==> src/rtl/tdm_demux4.sv <==
// TDM receive demultiplexer: splits a 4-slot framed sample stream into four channel registers.
// Optional macro TDM_DEMUX_ERRCNT_EN adds a saturating 8-bit framing-error counter output.
module tdm_demux4 #(
    parameter int WIDTH = 1
) (
    input  logic             clk,
    input  logic             rst,
    input  logic [WIDTH-1:0] din,
    input  logic             din_valid,
    input  logic             frame_start,
    output logic [WIDTH-1:0] ch0,
    output logic [WIDTH-1:0] ch1,
    output logic [WIDTH-1:0] ch2,
    output logic [WIDTH-1:0] ch3,
    output logic             frame_valid,
    output logic             locked,
`ifdef TDM_DEMUX_ERRCNT_EN
    output logic             sync_err,
    output logic [7:0]       err_count
`else
    output logic             sync_err
`endif
);

    typedef enum logic {
        HUNT   = 1'b0,
        LOCKED = 1'b1
    } state_t;

    state_t           state_q, state_d;
    logic [1:0]       slot_q, slot_d;
    logic [WIDTH-1:0] slot0_p0, slot1_p0, slot2_p0;
    logic [WIDTH-1:0] slot0_d, slot1_d, slot2_d;
    logic [WIDTH-1:0] ch0_d, ch1_d, ch2_d, ch3_d;
    logic             frame_valid_d;
    logic             sync_err_d;

    // State, staging and output registers; async reset discards any partial frame.
    always_ff @(posedge clk or posedge rst) begin
        if (rst) begin
            state_q     <= HUNT;
            slot_q      <= 2'd0;
            slot0_p0    <= '0;
            slot1_p0    <= '0;
            slot2_p0    <= '0;
            ch0         <= '0;
            ch1         <= '0;
            ch2         <= '0;
            ch3         <= '0;
            frame_valid <= 1'b0;
            sync_err    <= 1'b0;
        end else begin
            state_q     <= state_d;
            slot_q      <= slot_d;
            slot0_p0    <= slot0_d;
            slot1_p0    <= slot1_d;
            slot2_p0    <= slot2_d;
            ch0         <= ch0_d;
            ch1         <= ch1_d;
            ch2         <= ch2_d;
            ch3         <= ch3_d;
            frame_valid <= frame_valid_d;
            sync_err    <= sync_err_d;
        end
    end

    always_comb begin
        state_d       = state_q;
        slot_d        = slot_q;
        slot0_d       = slot0_p0;
        slot1_d       = slot1_p0;
        slot2_d       = slot2_p0;
        ch0_d         = ch0;
        ch1_d         = ch1;
        ch2_d         = ch2;
        ch3_d         = ch3;
        frame_valid_d = 1'b0;
        sync_err_d    = 1'b0;

        if (din_valid) begin
            case (state_q)
                HUNT: begin
                    if (frame_start) begin
                        slot0_d = din;
                        slot_d  = 2'd1;
                        state_d = LOCKED;
                    end
                end
                LOCKED: begin
                    if (frame_start) begin
                        // A slot0 tag anywhere but slot 0 restarts the frame and flags the break.
                        sync_err_d = (slot_q != 2'd0);
                        slot0_d    = din;
                        slot_d     = 2'd1;
                    end else begin
                        case (slot_q)
                            2'd0: begin
                                sync_err_d = 1'b1;
                                slot_d     = 2'd0;
                                state_d    = HUNT;
                            end
                            2'd1: begin
                                slot1_d = din;
                                slot_d  = 2'd2;
                            end
                            2'd2: begin
                                slot2_d = din;
                                slot_d  = 2'd3;
                            end
                            default: begin
                                ch0_d         = slot0_p0;
                                ch1_d         = slot1_p0;
                                ch2_d         = slot2_p0;
                                ch3_d         = din;
                                frame_valid_d = 1'b1;
                                slot_d        = 2'd0;
                            end
                        endcase
                    end
                end
                default: state_d = HUNT;
            endcase
        end
    end

    assign locked = (state_q == LOCKED);

`ifdef TDM_DEMUX_ERRCNT_EN
    function automatic logic [7:0] sat_inc8(input logic [7:0] v);
        return (v == 8'hFF) ? v : v + 8'd1;
    endfunction

    always_ff @(posedge clk or posedge rst) begin
        if (rst) begin
            err_count <= 8'd0;
        end else if (sync_err_d) begin
            err_count <= sat_inc8(err_count);
        end
    end
`endif

endmodule

==> config.mk <==
export PLATFORM = sky130hd
export DESIGN_NAME = tdm_demux4
export DESIGN_NICKNAME = d
export VERILOG_FILES = /design/src/rtl/tdm_demux4.sv
export SDC_FILE = /design/constraint.sdc
export NUM_CORES = 1
export LEC_CHECK = 0
export ABC_CLOCK_PERIOD_IN_PS = 1500
export BUFFER_PORTS_ARGS = -buffer_cell sky130_fd_sc_hd__buf_2
export CAP_MARGIN = 0
export CORE_AREA = 2 2 39 41
export CTS_CLUSTER_DIAMETER = 50
export DETAILED_ROUTE_END_ITERATION = 16
export DIE_AREA = 0 0 41 43
export MAX_ROUTING_LAYER = met4
export PLACE_DENSITY = 0.77
export SLEW_MARGIN = 5
export SYNTH_ARGS = -nofsm -noshare
export SYNTH_HDL_FRONTEND = slang
export SYNTH_SLANG_ARGS = --single-unit
==> constraint.sdc <==
create_clock -name clk -period 1.5 [get_ports clk]
set_input_delay 0.225 -clock clk [delete_from_list [all_inputs] [get_ports clk]]
set_output_delay 0.225 -clock clk [all_outputs]
set_load 0.02 [all_outputs]
### Word-level counts from Yosys, hierarchy flattened

Index checks and enable logic that the tools add are counted.

* eq/ne operators: 3
* muxes and demuxes: 17
* bitwise gates (word level): 3
* reductions and logical operators: 8

Operators by type and width (number)
* $mux 1: 12
* $reduce_and 4->1: 3
* $pmux 2 s2: 2
* $mux 2: 2
* $reduce_and 2->1: 2
* $not 1->1: 3
* $reduce_or 3->1: 1
* $eq 2x1->1 const B: 1
* $eq 2x2->1 const B: 1
* $logic_not 2->1: 1
* $ne 2x2->1 const B: 1
* $pmux 1 s2: 1
* $reduce_bool 2->1: 1

* bits in registers: 12
* input port bits: 5
* output and inout bits: 7
* word-level logic and storage cells: 42

### Logic depth before layout (Yosys ltp)

* word-level depth: 6
* gate-level depth with buffers: 4

### Least setup slack after synthesis

No wires, ideal clock.

* path kind: flip-flop to flip-flop
* start point: register state_q (netlist: locked)
* end point: register ch0
* setup time: 0.125 ns
* arrival: 1.074 ns
* required time: 1.375 ns
* path slack: 0.301 ns
* cell stages (with the launch flop): 3
* path buffers: 0
* cell sequence: dfrtp_1 -> nand4b_4 -> mux2_4

* word-level cells in the longest chain between the ends: 1

Ends and longest elaborated chain
* start: declaration: line 30 `state_t state_q, state_d;`
* start signal: assignment: line 53 `state_q <= state_d;`
* $reduce_and 4->1 (no source line)
* end signal: assignment: line 58 `ch0 <= ch0_d;`
* end: declaration: line 11 `output logic [WIDTH-1:0] ch0,`

No other way between the ends.
A chain may end at the register's enable or synchronous reset.

### Final worst setup path

* start point: register state_q (netlist: locked)
* end point: output locked

RTL lines
* end: declaration: line 16 `output logic locked,`

No word-level cell between the ends.

==> flow_summary_export.csv <==
group,metric,value,unit
final_layout,area_growth,18.8,%
pwr,intPower,826,uW
logic_synthesis,synth_xor_area_share,0,%
sta,period_share,83.8,%
flow_run,maxCapViolations,0,
sta,fmax,796,MHz
floorplanning,die_h,43,um
detailed_routing,ant_nets,0,
worst_setup_path,required,1.27,ns
grt,grt_start_max_net_pins,13,
worst_setup_path,cp.arrival,1.03,ns
worst_setup_path,reg2reg_slack,0.26,ns
sta,finalMaxSlewViolations,0,
floorplanning,fp.dieW,41,um
final_layout,nNetsFinal,70,
clock_tree,cts_setup_buffers,0,
grt,antenna_found_initial,0,
detailed_routing,avgRoutedWirePerCell,12.7,um
worst_setup_path,worstSetupEndpoint,"locked",
worst_setup_path,worstSetupPathDepth,1,
final_layout,drive_gt1_share,40.7,%
logic_synthesis,synthAdderAreaFrac,10.6,%
worst_setup_path,reg2reg_to,"slot2_p0$_DFFE_PP0P_",
grt,grt_overflow,0,
logic_synthesis,synth_cell_types,18,
detailed_routing,vias,368,
logic_synthesis,ys_seq_area_share,50.7,%
clock_tree,cts_buffers,3,
worst_setup_path,reg2reg_from,"slot_q[0]$_DFFE_PP0P_",
final_layout,antenna_cells,0,
detailed_routing,dr.pass1.iters,2,
clock_tree,clock-root-buffer,"clkbuf_4",
grt,track_usage,14.9,%
clock_tree,cts_tree,"done",
worst_setup_path,r2r_cells,4,
logic_synthesis,ys.warnings.count,0,
logic_synthesis,synth_compound_area_share,5.92,%
pwr,peakVddDrop,0.768,mV
sta,finalHoldViolCount,0,
worst_setup_path,start_kind,"flip-flop",
clock_tree,cts.htree.levels,1,
logic_synthesis,netlist_area,592,um^2
grt,grt_pass1_wl,1680,um
placed_design,hpwl,710,um
sta,slew_headroom,69.7,%
outcome,status,"complete, no violations",
logic_synthesis,syn_avg_cell_area,13.2,um^2
logic_synthesis,synthSimpleGateAreaFrac,12.1,%
sta,rsz0062_at_grt,"no",
pwr,clockPowerShare,19.9,%
pwr,p_leak,0.000376,uW
floorplanning,io-pin-count,12,
worst_setup_path,cp-end-kind,"primary output",
detailed_routing,drc,0,
clock_tree,clk_pin_slew,0.08,ns
worst_setup_path,crit_path_start,"locked$_DFFE_PP0P_",
floorplanning,dieArea,0.00176,mm^2
worst_setup_path,critical_path_class,"reg -> out",
clock_tree,cts.sinks,12,
pwr,switching_power,442,uW
sta,setup_violations,0,
grt,grt_pass1_vias,385,
sta,worstMarginPinSlew,0.454,ns
logic_synthesis,netlist_instances,45,
floorplanning,num_rows,14,
pwr,power_density,1800,mW/mm^2
logic_synthesis,ys_seq_elements,12,
worst_setup_path,critPathBufInv,1,
worst_setup_path,slowest_stage,"dfrtp_1",
worst_setup_path,cp_max_fo,9,
pwr,fin_total_pwr,1270,uW
sta,layout_min_cycle_time,1.26,ns
detailed_routing,initialDrtViolationCount,2,
placed_design,place_congestion,0.686,
pwr,switching_share,34.8,%
floorplanning,start_util,42.8,%
floorplanning,core_area,0.00138,mm^2
logic_synthesis,syn_nets,55,
worst_setup_path,critPathTopFamily,"flip-flops",
pwr,combPwrFrac,36.4,%
logic_synthesis,synth.area.mux_share,15.9,%
min_path,hp-class,"in -> reg",
pwr,pwr-share-seq,43.7,%
clock_tree,clk_latency,0.27,ns
worst_setup_path,crit_chain,"buf_2",
logic_synthesis,synth_top_family_by_area,"multiplexers",
worst_setup_path,worst_path_largest_cell_delay,0.53,ns
detailed_routing,viasPerCell,4.91,
detailed_routing,wirelength,956,um
sta,skew,0.00487,ns
placed_design,io_buffers,11,
sta,finalSetupTns,0,ns
clock_tree,clk_path_buf_depth,2,
[logic make-up (layout without fill, tap and decap cells)]
kind of cell | Yosys count | count (layout)
AOI/OAI and AO/OA | 5 | 5
adders and majority gates | 5 | 5
buffers and inverters | 7 | 21
DFF | 12 | 12
muxes | 7 | 7
and+or+nand+nor | 9 | 9
[how the worst min path moves through the flow]
| stage | cells after the start | slack [ns] | from | endpoint |
|---|---|---|---|---|
| 2_1_floorplan | 1 | 0.09 | rst | ch0$_DFFE_PP0P_ |
| 3_3_place_gp | 2 | 0.25 | rst | ch3$_DFFE_PP0P_ |
| 3_5_place_dp | 2 | 0.26 | rst | ch1$_DFFE_PP0P_ |
| 4_1_cts | 2 | 0.22 | din | ch3$_DFFE_PP0P_ |
| 5_1_grt | 2 | 0.23 | din | ch3$_DFFE_PP0P_ |
| 6_report | 2 | 0.23 | din | ch3$_DFFE_PP0P_ |
[cells in the final DEF (no fill, tap or decap)]
| cell | instances |
|---|---|
| dfrtp_1 | 12 |
| a31oi_1 | 1 |
| mux2_2 | 3 |
| or3_1 | 1 |
| clkbuf_4 | 3 |
| nand2_1 | 2 |
| inv_1 | 5 |
| dlygate4sd3_1 | 1 |
| mux2_4 | 4 |
| nor2_1 | 1 |
| o311a_1 | 1 |
| clkbuf_8 | 1 |
| buf_2 | 11 |
| nand4b_1 | 2 |
| a21oi_1 | 1 |
| ha_1 | 5 |
| nand2b_1 | 1 |
| nand4b_4 | 1 |
| o21ai_0 | 1 |
| or2_2 | 1 |
| o2bb2ai_1 | 1 |
[power groups by stage]
| stage | Sequential [uW] | Clock [uW] | Combinational, uW |
|---|---|---|---|
| after global placement | 554 | 0 | 459 |
| after detailed placement | 564 | 0 | 466 |
| after CTS | 557 | 268 | 469 |
| final | 554 | 253 | 461 |
| after floorplan | 636 | 0 | 255 |
| after global routing | 578 | 283 | 519 |
[per-stage QoR]
| step | cell area, um^2 | cells | hold WS [ns] | worst slack [ns] | utilization [%] |
|---|---|---|---|---|---|
| floorplan | 592 | 45 | 0.0897 | 0.301 | - |
| global placement | 657 | 70 | 0.250 | 0.299 | 47.5 |
| detailed placement | 657 | 70 | 0.263 | 0.263 | 47.5 |
| CTS | 703 | 75 | 0.219 | 0.225 | 50.8 |
| global route | 703 | 75 | 0.226 | 0.133 | 50.8 |
| finish | 703 | 75 | 0.232 | 0.243 | 50.8 |
[metal layers]
| metal | vias up | global-route usage, % | part of all wire (%) |
|---|---|---|---|
| li1 | 184 | - | - |
| met1 | 173 | 18.1 | 46 |
| met2 | 11 | 21.3 | 49 |
| met3 | 0 | 3.14 | 4.8 |
| met4 | 0 | 10.0 | 0 |
| met5 | - | - | 0 |
[registers in the layout, indices dropped and copies added, names as in the netlist]
register / flops
slot_q: 2
ch0: 1
ch1: 1
ch2: 1
ch3: 1
frame_valid: 1
locked: 1
slot0_p0: 1
slot1_p0: 1
slot2_p0: 1
sync_err: 1
[cell usage after synthesis]
master | n | share of area (%)
nor2_1 | 1 | 0.63
nand4b_4 | 1 | 4.0
dfrtp_1 | 12 | 51
nand4b_1 | 2 | 3.0
or2_2 | 1 | 1.1
o21ai_0 | 1 | 0.84
a21oi_1 | 1 | 0.84
a31oi_1 | 1 | 1.1
buf_2 | 2 | 1.7
or3_1 | 1 | 1.1
o311a_1 | 1 | 1.7
nand2_1 | 2 | 1.3
mux2_4 | 4 | 10
mux2_2 | 3 | 5.7
o2bb2ai_1 | 1 | 1.5
inv_1 | 5 | 3.2
ha_1 | 5 | 11
nand2b_1 | 1 | 1.1
[layout make-up]
cell class / instances / area [um^2]
fill: 132 / 681
multi-input combinational: 26 / 263
sequential: 12 / 300
inverter: 5 / 18.8
clock buffer: 4 / 36.3
tap: 16 / 20.0
timing repair buffer: 12 / 65.1
[what timing repair did]
| action | in CTS | in global routing |
|---|---|---|
| setup endpoints to repair | 0 | 0 |
| hold buffers | 1 | 0 |
| endpoints found under the hold margin | 12 | 0 |
| resized for setup | 0 | 0 |
Note: power is estimated with default switching activity, not from simulation.
